## config.mk

```make
export PLATFORM = sky130hd
export DESIGN_NAME = alu_seq_param_flat
export DESIGN_NICKNAME = d
export VERILOG_FILES = /design/src/rtl/alu_seq_param_if.sv /design/src/rtl/alu_seq_param.sv /design/src/flat_wrapper.sv
export SDC_FILE = /design/constraint.sdc
export NUM_CORES = 1
export LEC_CHECK = 0
export BUFFER_PORTS_ARGS = -buffer_cell sky130_fd_sc_hd__buf_2
export CAP_MARGIN = 20
export CELL_PAD_IN_SITES_DETAIL_PLACEMENT = 1
export CELL_PAD_IN_SITES_GLOBAL_PLACEMENT = 1
export CORE_MARGIN = 2
export CORE_UTILIZATION = 40
export CTS_CLUSTER_DIAMETER = 60
export DETAILED_ROUTE_END_ITERATION = 16
export PLACE_DENSITY_LB_ADDON = 0.1
export SLEW_MARGIN = 0
export SYNTH_ARGS = -nofsm -noshare
export SYNTH_HDL_FRONTEND = slang
export SYNTH_SLANG_ARGS = --single-unit
```

## constraint.sdc

```tcl
create_clock -name sysclk -period 3.35 [get_ports sysclk]
set_input_delay 0.1675 -clock sysclk [delete_from_list [all_inputs] [get_ports sysclk]]
set_output_delay 0.1675 -clock sysclk [all_outputs]
set_load 0.02 [all_outputs]
```

## src/rtl/alu_seq_param_if.sv

```systemverilog
// Purpose: opcode request / result handshake between the instruction-decode board and the ALU.
// Latency: none, wires only.
// Backpressure: op_ready gates op_valid; res_valid is a one-cycle pulse with no result-side stall.
// Ports: master = decode board (drives op_valid/op_code/op_data, sees op_ready/res_valid/res_data);
//        slave  = ALU (the opposite directions).
interface alu_seq_param_if #(
    parameter int DATA_W = 4
) ();
    logic              op_valid;
    logic              op_ready;
    logic [4:0]        op_code;
    logic [DATA_W-1:0] op_data;
    logic              res_valid;
    logic [DATA_W-1:0] res_data;

    modport master (
        output op_valid, op_code, op_data,
        input  op_ready, res_valid, res_data
    );

    modport slave (
        input  op_valid, op_code, op_data,
        output op_ready, res_valid, res_data
    );
endinterface

```

## src/rtl/alu_seq_param.sv

```systemverilog
// Purpose: parametrised sequential 4004-style accumulator ALU with acc/carry/mul-high/bank registers.
// Latency: single-cycle ops 1 cycle to res_valid; DAA DATA_W/4+1 cycles; MUL DATA_W+1 cycles.
// Backpressure: op_ready is high only in IDLE, so at most one op is in flight (one op per 2 cycles).
// Ports: sysclk/poc_n clock and async active-low clear; bus = op/result handshake (slave side);
//        acc_q, cy_q, mul_hi, acc_zero = architectural state; com_n in, cmram/cmrom bank selects out.
module alu_seq_param #(
    parameter int DATA_W    = 4,
    parameter int NUM_BANKS = 4,
    parameter int BANK_W    = $clog2(NUM_BANKS)
) (
    input  logic                 sysclk,
    input  logic                 poc_n,
    alu_seq_param_if.slave       bus,
    output logic [DATA_W-1:0]    acc_q,
    output logic                 cy_q,
    output logic [DATA_W-1:0]    mul_hi,
    output logic                 acc_zero,
    input  logic                 com_n,
    output logic [NUM_BANKS-1:0] cmram,
    output logic                 cmrom
);
    localparam int NIB   = DATA_W / 4;
    localparam int CNT_W = $clog2(DATA_W + 1);
    localparam logic [CNT_W-1:0] DAA_LAST = CNT_W'(NIB - 1);
    localparam logic [CNT_W-1:0] MUL_LAST = CNT_W'(DATA_W - 1);

    localparam logic [4:0] OP_LD  = 5'h01, OP_XCH = 5'h02, OP_ADD = 5'h03, OP_SUB = 5'h04,
                           OP_INC = 5'h05, OP_DEC = 5'h06, OP_RAL = 5'h07, OP_RAR = 5'h08,
                           OP_CMA = 5'h09, OP_CLC = 5'h0A, OP_STC = 5'h0B, OP_CMC = 5'h0C,
                           OP_IAC = 5'h0D, OP_TCS = 5'h0E, OP_KBP = 5'h0F, OP_DCL = 5'h10,
                           OP_DAA = 5'h11, OP_MUL = 5'h12;

    typedef enum logic [1:0] {IDLE, DAA_RUN, MUL_RUN, DONE} state_t;

    state_t            state, state_nx;
    logic [DATA_W-1:0] acc, acc_nx, hi, hi_nx, res_q, res_nx, opd, opd_nx;
    logic              cy, cy_nx, dc, dc_nx;
    logic [BANK_W-1:0] bank, bank_nx;
    logic [CNT_W-1:0]  cnt, cnt_nx;

    logic [DATA_W:0]   s;
    logic [DATA_W:0]   addm;
    logic [3:0]        nib;
    logic [4:0]        t, sum5;
    logic              fix;

    // Keyboard-process: one-hot bit k -> k+1, zero -> zero, anything else -> all ones.
    function automatic logic [DATA_W-1:0] kbp(input logic [DATA_W-1:0] a);
        logic [DATA_W-1:0] r;
        r = '1;
        if (a == '0) begin
            r = '0;
        end else if ((a & (a - DATA_W'(1))) == '0) begin
            for (int k = 0; k < DATA_W; k++) begin
                if (a[k]) r = DATA_W'(k + 1);
            end
        end
        return r;
    endfunction

    always_ff @(posedge sysclk or negedge poc_n) begin
        if (!poc_n) begin
            state <= IDLE;
            acc   <= '0;
            cy    <= 1'b0;
            hi    <= '0;
            bank  <= '0;
            res_q <= '0;
            opd   <= '0;
            dc    <= 1'b0;
            cnt   <= '0;
        end else begin
            state <= state_nx;
            acc   <= acc_nx;
            cy    <= cy_nx;
            hi    <= hi_nx;
            bank  <= bank_nx;
            res_q <= res_nx;
            opd   <= opd_nx;
            dc    <= dc_nx;
            cnt   <= cnt_nx;
        end
    end

    always_comb begin
        state_nx = state;
        acc_nx   = acc;
        cy_nx    = cy;
        hi_nx    = hi;
        bank_nx  = bank;
        res_nx   = res_q;
        opd_nx   = opd;
        dc_nx    = dc;
        cnt_nx   = cnt;
        s        = '0;
        addm     = '0;
        nib      = '0;
        t        = '0;
        sum5     = '0;
        fix      = 1'b0;
        case (state)
            IDLE: begin
                if (bus.op_valid) begin
                    opd_nx   = bus.op_data;
                    cnt_nx   = '0;
                    state_nx = DONE;
                    case (bus.op_code)
                        OP_LD, OP_XCH: acc_nx = bus.op_data;
                        OP_ADD: begin
                            s = {1'b0, acc} + {1'b0, bus.op_data} + {{DATA_W{1'b0}}, cy};
                            {cy_nx, acc_nx} = s;
                        end
                        // cy acts as not-borrow, so it is the carry-in of acc + ~d.
                        OP_SUB: begin
                            s = {1'b0, acc} + {1'b0, ~bus.op_data} + {{DATA_W{1'b0}}, cy};
                            {cy_nx, acc_nx} = s;
                        end
                        OP_INC: acc_nx = acc + DATA_W'(1);
                        OP_DEC: begin
                            s = {1'b0, acc} + {1'b0, {DATA_W{1'b1}}};
                            {cy_nx, acc_nx} = s;
                        end
                        OP_RAL: {cy_nx, acc_nx} = {acc, cy};
                        OP_RAR: {acc_nx, cy_nx} = {cy, acc};
                        OP_CMA: acc_nx = ~acc;
                        OP_CLC: cy_nx = 1'b0;
                        OP_STC: cy_nx = 1'b1;
                        OP_CMC: cy_nx = ~cy;
                        OP_IAC: begin
                            s = {1'b0, acc} + (DATA_W + 1)'(1);
                            {cy_nx, acc_nx} = s;
                        end
                        OP_TCS: begin
                            acc_nx = cy ? DATA_W'(10) : DATA_W'(9);
                            cy_nx  = 1'b0;
                        end
                        OP_KBP: acc_nx = kbp(acc);
                        OP_DCL: bank_nx = acc[BANK_W-1:0];
                        OP_DAA: begin
                            dc_nx    = cy;
                            state_nx = DAA_RUN;
                        end
                        OP_MUL: begin
                            hi_nx    = '0;
                            cy_nx    = 1'b0;
                            state_nx = MUL_RUN;
                        end
                        default: ;
                    endcase
                    res_nx = (bus.op_code == OP_XCH) ? acc : acc_nx;
                end
            end
            DAA_RUN: begin
                for (int i = 0; i < NIB; i++) begin
                    if (cnt == CNT_W'(i)) nib = acc[i*4 +: 4];
                end
                // Upper nibbles absorb the previous nibble's +6 overflow before their own check,
                // matching what adding 0x66.. to the whole word would do.
                t    = {1'b0, nib} + ((cnt != '0) ? {4'b0, dc} : 5'd0);
                fix  = (t > 5'd9) || dc;
                sum5 = t + (fix ? 5'd6 : 5'd0);
                for (int i = 0; i < NIB; i++) begin
                    if (cnt == CNT_W'(i)) acc_nx[i*4 +: 4] = sum5[3:0];
                end
                dc_nx  = sum5[4];
                cnt_nx = cnt + CNT_W'(1);
                if (cnt == DAA_LAST) begin
                    if (sum5[4]) cy_nx = 1'b1;
                    res_nx   = acc_nx;
                    state_nx = DONE;
                end
            end
            MUL_RUN: begin
                // acc holds the unused multiplier bits and collects product low bits from the top.
                addm            = {1'b0, hi} + (acc[0] ? {1'b0, opd} : {(DATA_W + 1){1'b0}});
                {hi_nx, acc_nx} = {addm, acc[DATA_W-1:1]};
                cnt_nx          = cnt + CNT_W'(1);
                if (cnt == MUL_LAST) begin
                    res_nx   = acc_nx;
                    state_nx = DONE;
                end
            end
            DONE: state_nx = IDLE;
            default: state_nx = IDLE;
        endcase
    end

    always_comb begin
        for (int i = 0; i < NUM_BANKS; i++) begin
            cmram[i] = ~com_n & (bank == BANK_W'(i));
        end
    end

    assign cmrom         = ~com_n & poc_n;
    assign bus.op_ready  = (state == IDLE);
    assign bus.res_valid = (state == DONE);
    assign bus.res_data  = res_q;
    assign acc_q         = acc;
    assign cy_q          = cy;
    assign mul_hi        = hi;
    assign acc_zero      = (acc == '0);
endmodule

```

## src/flat_wrapper.sv

```systemverilog
// flat-port wrapper written by rule: the top's interface ports become plain ports
module alu_seq_param_flat 
#(
    parameter int DATA_W    = 4,
    parameter int NUM_BANKS = 4,
    parameter int BANK_W    = $clog2(NUM_BANKS)
)
  (sysclk, poc_n, acc_q, cy_q, mul_hi, acc_zero, com_n, cmram, cmrom, bus_op_valid, bus_op_code, bus_op_data, bus_op_ready, bus_res_valid, bus_res_data);
  alu_seq_param_if #(.DATA_W(DATA_W)) bus_i ();
  input  logic sysclk;
  input  logic poc_n;
  output logic [DATA_W-1:0] acc_q;
  output logic cy_q;
  output logic [DATA_W-1:0] mul_hi;
  output logic acc_zero;
  input  logic com_n;
  output logic [NUM_BANKS-1:0] cmram;
  output logic cmrom;
  input wire logic [$bits(bus_i.op_valid)-1:0] bus_op_valid;
  input wire logic [$bits(bus_i.op_code)-1:0] bus_op_code;
  input wire logic [$bits(bus_i.op_data)-1:0] bus_op_data;
  output wire logic [$bits(bus_i.op_ready)-1:0] bus_op_ready;
  output wire logic [$bits(bus_i.res_valid)-1:0] bus_res_valid;
  output wire logic [$bits(bus_i.res_data)-1:0] bus_res_data;
  assign bus_i.op_valid = bus_op_valid;
  assign bus_i.op_code = bus_op_code;
  assign bus_i.op_data = bus_op_data;
  assign bus_op_ready = bus_i.op_ready;
  assign bus_res_valid = bus_i.res_valid;
  assign bus_res_data = bus_i.res_data;
  alu_seq_param #(.DATA_W(DATA_W), .NUM_BANKS(NUM_BANKS), .BANK_W(BANK_W)) u_core (.sysclk(sysclk), .poc_n(poc_n), .bus(bus_i), .acc_q(acc_q), .cy_q(cy_q), .mul_hi(mul_hi), .acc_zero(acc_zero), .com_n(com_n), .cmram(cmram), .cmrom(cmrom));
endmodule
```

==> run metrics, run 1 <==
kind of critical path flip-flop to flip-flop; initial antenna violation count 0; clk sinks 25; CP Launch Type flip-flop; GRT Residual Overflow 0; DR DRC count 0; Post-Route WL 9.01 mm; Mapped Cells 362; Clock Path Buffers 2; I/O Buffers 33; VDD IR max 196 µV; commonest non-fill, non-tap cell in the layout nand2_1; area post-placement 3150 µm²; core area 7210 µm²; initial core utilization 0.412; setup TNS 0 ns; crit end category flip-flop; Tcrit/Tclk final 0.939; first-pass GRT wire length 15.2 mm; number of synthesized flops with an enable pin 0; post-synth top area share 0.211; Clock Latency Late Sink 0.28 ns; family with the most delay on the worst path simple AND/OR/NAND/NOR gates; hold path depth 3; largest net degree at the start of global routing 31; reg2reg path depth 15; synthesized flop and latch total 25; gr usage total 0.227; Final GP Congestion 0.819; die area 8130 µm²; Synth Area per Inst 8.21 µm²; Max Clock Skew 0.00403 ns; DRT Pass-1 Iters 4; CTS root buffer clkbuf_8; sequential area share after synthesis 0.211; antenna fix cells 0; crit path max fanout 3; ANT nets after route 0; Die Wd 90.2 µm; Site Rows 31; Die Height 90.2 µm; power per standard cell area 835 nW/µm²; Rel. slew slack 0.592; share of cells above drive strength 1 0.182; CTS buffer count 3; slew of the pin with the lowest slew margin 0.611 ns; H-tree depth 1; CP Cell Sequence inv_1, ha_1, nor2b_1, and2_4, ha_4, or3_1, a31o_2, ha_4, ha_2, or3_1, o211ai_1, o21ai_1, a21o_1, a21oi_1, a31oi_1; Final setup viols 0; Power Total 2.72 mW; Area Growth Syn to Fin 9.52%; detailed placement HPWL 6.91 mm; CTS tree built; Post-synth ARST share 1.00; vias in the first global route 2898; Via density 5.78; main flop type after synthesis dfrtp_1; Crit-path slowest cell dfrtp_1; leakage 1.46 nW; Ys Warns 0; Worst Hold Class primary input to flip-flop; post-layout min period 3.15 ns; Critical Path RT 3.48 ns; post-synth cell types 74; Synth area leaders dfrtp_1, ha_1, nand2_1, o21ai_0, a21oi_1; Buf+Inv Stages, Crit Path 1; Routed wire per std cell 18.6 µm; Worst EP arrival 3.28 ns; via count 2794; final hold violations 0; most frequent cells in the layout nand2_1, buf_2, o21ai_0, dfrtp_1; CP max stage delay 0.38 ns; Synth Cell Area 2970 µm²; status completed; Worst path depth 15; Final nets 430; post-synth top area cell dfrtp_1; placed cells 476; max-slew violations 0; Finished Layout Cells 483; cell area after layout 3250 µm²; f_max 0.318 GHz; Syn Nets 407; Starting DRT DRC Count 119; Ports 34; max cap viols 0; clock transition at the registers of the reported paths 0.09 ns
synthesized netlist by cell type, types with 4 or more instances:
library cell,count
nand2_1,38
o21ai_0,28
ha_1,27
dfrtp_1,25
inv_1,24
a21oi_1,21
nor2_1,13
nor3_1,10
nand3_1,9
nor2b_1,8
a21o_1,7
and2_1,7
buf_4,7
a31oi_1,6
buf_2,6
clkbuf_1,6
nand2b_1,6
nand4_1,6
fa_1,5
o21ai_1,5
xnor2_1,5
nor3b_1,4
per-stage QoR:
stage               hold WS (ns)  setup slack (ns)   util
CTS                        0.235            0.0226  0.446
global route               0.264          -0.00397  0.451
finish                     0.228             0.204  0.451
detailed placement         0.211          -0.00474  0.437
floorplan                 -0.128             0.124      -
global placement           0.213             0.134  0.437
worst min-delay path: stages:
cell and delay [ns]:
buf_2 0.13, inv_1 0.08, o21ai_0 0.09
cell type report:
class	instances	area, µm²
Clock buffer	4	45.0
Fill cell	913	3960
Inverter	25	93.8
Multi-Input combinational cell	289	2140
Sequential cell	25	626
Tap cell	99	124
Timing Repair Buffer	41	228
per-layer routing:
| metal | GRT usage | vias to the layer above | routed length [µm] |
|---|---|---|---|
| met3 | 0.0134 | 10 | 270 |
| met1 | 0.301 | 1376 | 4140 |
| met2 | 0.393 | 55 | 4430 |
| li1 | - | 1353 | - |
| met4 | 0.0756 | 0 | 165 |
| met5 | 0 | - | 0 |
repair_timing:
item,4_1_cts,5_1_grt
setup buffers,1,1
hold endpoints to repair,25,0
hold buffers,1,0
gates resized for setup,1,5
pin swaps,0,7
setup endpoints to repair,1,2
path summary, 6_finish.rpt:
path	startpoint	endpoint	slack, ns
setup / recovery	u_core.cnt[1]	u_core.acc_q[3]	0.20
hold / removal	bus_op_data[2]	u_core.opd[2]	0.23
setup reg to reg	u_core.cnt[1]	u_core.acc_q[3]	0.20
hold reg to reg	u_core.opd[0]	u_core.opd[0]	0.49
max in group asynchronous	poc_n	u_core.state[0]	2.52
min in group asynchronous	poc_n	u_core.opd[3]	0.43
logic make-up after synthesis:
| kind of cell | synth area share |
|---|---|
| fa+ha+maj | 0.147 |
| buf+inv | 0.0800 |
| flops | 0.211 |
| mux | 0.0269 |
| xor+xnor | 0.0236 |
| simple gates | 0.242 |
| compound gates | 0.269 |
| other cells | 0.00126 |
power breakdown:
group | total (mW) | leakage [nW] | switching, mW | internal, mW
clock network | 0.188 | 0.0228 | 0.103 | 0.0854
registers | 0.557 | 0.316 | 0.122 | 0.435
logic | 1.97 | 1.13 | 1.22 | 0.749
registers in the layout (all words and copies together), names as in the netlist:
| signal | count |
|---|---|
| u_core.acc_q | 4 |
| u_core.bus.res_data | 4 |
| u_core.mul_hi | 4 |
| u_core.opd | 4 |
| u_core.cnt | 3 |
| u_core.bank | 2 |
| u_core.state | 2 |
| u_core.cy_q | 1 |
| u_core.dc | 1 |
No activity file was read; power rests on OpenSTA's default activity.
==> inputs of run 2 (changes only) <==
--- a/config.mk
+++ b/config.mk
@@ -9,6 +9,7 @@
 export CAP_MARGIN = 20
 export CELL_PAD_IN_SITES_DETAIL_PLACEMENT = 1
 export CELL_PAD_IN_SITES_GLOBAL_PLACEMENT = 1
+export CORE_ASPECT_RATIO = 1.2
 export CORE_MARGIN = 2
 export CORE_UTILIZATION = 40
 export CTS_CLUSTER_DIAMETER = 60
==> run metrics, run 2 (synthesis results as in run 1) <==
Routed wire per std cell 18.9 µm (+1.4%); I/O Buffers 33 (unchanged); power per standard cell area 835 nW/µm² (about the same); post-layout min period 3.16 ns (+0.0161 ns); final setup margin 0.188 ns (-0.0161 ns); CTS buffer count 3 (unchanged); CTS tree built; Power Total 2.70 mW (-0.57%); Die Height 98.4 µm (+9.1%); slew of the pin with the lowest slew margin 0.600 ns (-0.0117 ns); f_max 0.316 GHz (-0.51%); CTS root buffer clkbuf_8; kind of critical path flip-flop to flip-flop; DRT Pass-1 Iters 4 (unchanged); final hold violations 0 (unchanged); Area Growth Syn to Fin 8.97%; Post-Route WL 8.96 mm (-0.49%); DR DRC count 0 (unchanged); crit path max fanout 3 (unchanged); GRT Residual Overflow 0 (unchanged); Worst EP arrival 3.36 ns (+0.08 ns); H-tree depth 1 (unchanged); Rel. slew slack 0.600 (+0.00780); Clock Path Buffers 2 (unchanged); max-slew violations 0 (unchanged); area post-placement 3150 µm² (-0.12%); clock transition at the registers of the reported paths 0.10 ns (about the same); final core occ 0.448 (-0.00334); status completed; cell area after layout 3240 µm² (-0.50%); Via density 5.90 (+2.0%); CP Launch Type flip-flop; detailed placement HPWL 6.88 mm (-0.33%); setup TNS 0 ns (unchanged); Worst Hold Class primary input to flip-flop; Final setup viols 0 (unchanged); RSZ-0062 raised after global routing no; Final nets 430 (unchanged); Tcrit/Tclk final 0.944 (+0.00481); ANT nets after route 0 (unchanged); commonest non-fill, non-tap cell in the layout nand2_1; clk sinks 25 (unchanged); final hold slack 0.207 ns (-0.0204 ns); Clock Latency Late Sink 0.27 ns (about the same); Critical Path RT 3.55 ns (+0.07 ns); Finished Layout Cells 474 (-1.9%); max cap viols 0 (unchanged); VDD IR max 549 µV (+180%); Starting DRT DRC Count 84 (-29%); gr usage total 0.227 (+0.000527); largest net degree at the start of global routing 31 (unchanged); via count 2798 (+0.14%); initial antenna violation count 0 (unchanged); most frequent cells in the layout nand2_1, buf_2, o21ai_0, ha_1, dfrtp_1; Die Wd 82.7 µm (-8.3%); antenna fix cells 0 (unchanged); initial core utilization 0.411 (-0.000998); Final GP Congestion 0.876 (+6.9%); share of cells above drive strength 1 0.185 (+0.00260); leakage 1.46 nW (about the same); crit end category flip-flop; placed cells 468 (-1.7%); die area 8140 µm² (about the same); core area 7230 µm² (+0.24%); Max Clock Skew 0.00316 ns (-0.000869 ns); worst slack at placement 0.00570 ns (+0.0104 ns); Site Rows 34 (+9.7%); vias in the first global route 2800 (-3.4%); first-pass GRT wire length 14.5 mm (-4.9%); Ports 34 (unchanged)
-- run 2: routing by layer --
metal,global-route usage,share of wire
met3,0.0137,0.025
met4,0.0719,0.026
met5,0,0
met1,0.296,0.45
met2,0.396,0.50
-- run 2: worst max-delay path: stages (launching register included) --
cell and delay, ns:
dfrtp_1 0.38, inv_1 0.06, ha_1 0.17, nor2b_1 0.15, and2_4 0.17, ha_4 0.21
or3_1 0.30, a31o_2 0.27, ha_2 0.19, ha_1 0.19, or3_1 0.30, o211ai_1 0.14
xnor2_1 0.11, o21ai_1 0.16, nand2_1 0.09, a31oi_1 0.19
-- run 2: cell type report --
type	instances	area [µm²]
inverter	25	93.8
clock buffer	3	41.3
multi-input combinational	289	2130
tap	90	113
sequential	25	626
clock inverter	1	7.51
timing repair buffer	41	228
fill	901	3990
-- run 2: worst paths after layout --
| check | from | endpoint | slack [ns] | cells after the start |
|---|---|---|---|---|
| min | bus_op_data[2] | u_core.opd[2] | 0.21 | 3 |
| max | u_core.cnt[1] | u_core.acc_q[3] | 0.19 | 15 |
| max reg2reg | u_core.cnt[1] | u_core.acc_q[3] | 0.19 | 15 |
| min reg2reg | u_core.opd[0] | u_core.opd[0] | 0.48 | 2 |
| max in group asynchronous | poc_n | u_core.bus.res_data[0] | 2.53 | 2 |
| min in group asynchronous | poc_n | u_core.mul_hi[2] | 0.42 | 2 |
-- run 2: timing repair --
item | in CTS | in global routing
buffers inserted | 1 | 0
gates resized for setup | 0 | 5
pin swaps | 0 | 5
hold buffers | 1 | 0
hold endpoints to repair | 25 | 0
setup endpoints to repair | 1 | 2
-- run 2: where the power goes --
part           switching [mW]  leakage [nW]  internal [mW]  total [mW]
Clock                   0.106        0.0217         0.0844       0.190
Combinational            1.22          1.13          0.742        1.96
Sequential              0.117         0.316          0.435       0.552
Total                    1.44          1.46           1.26        2.70
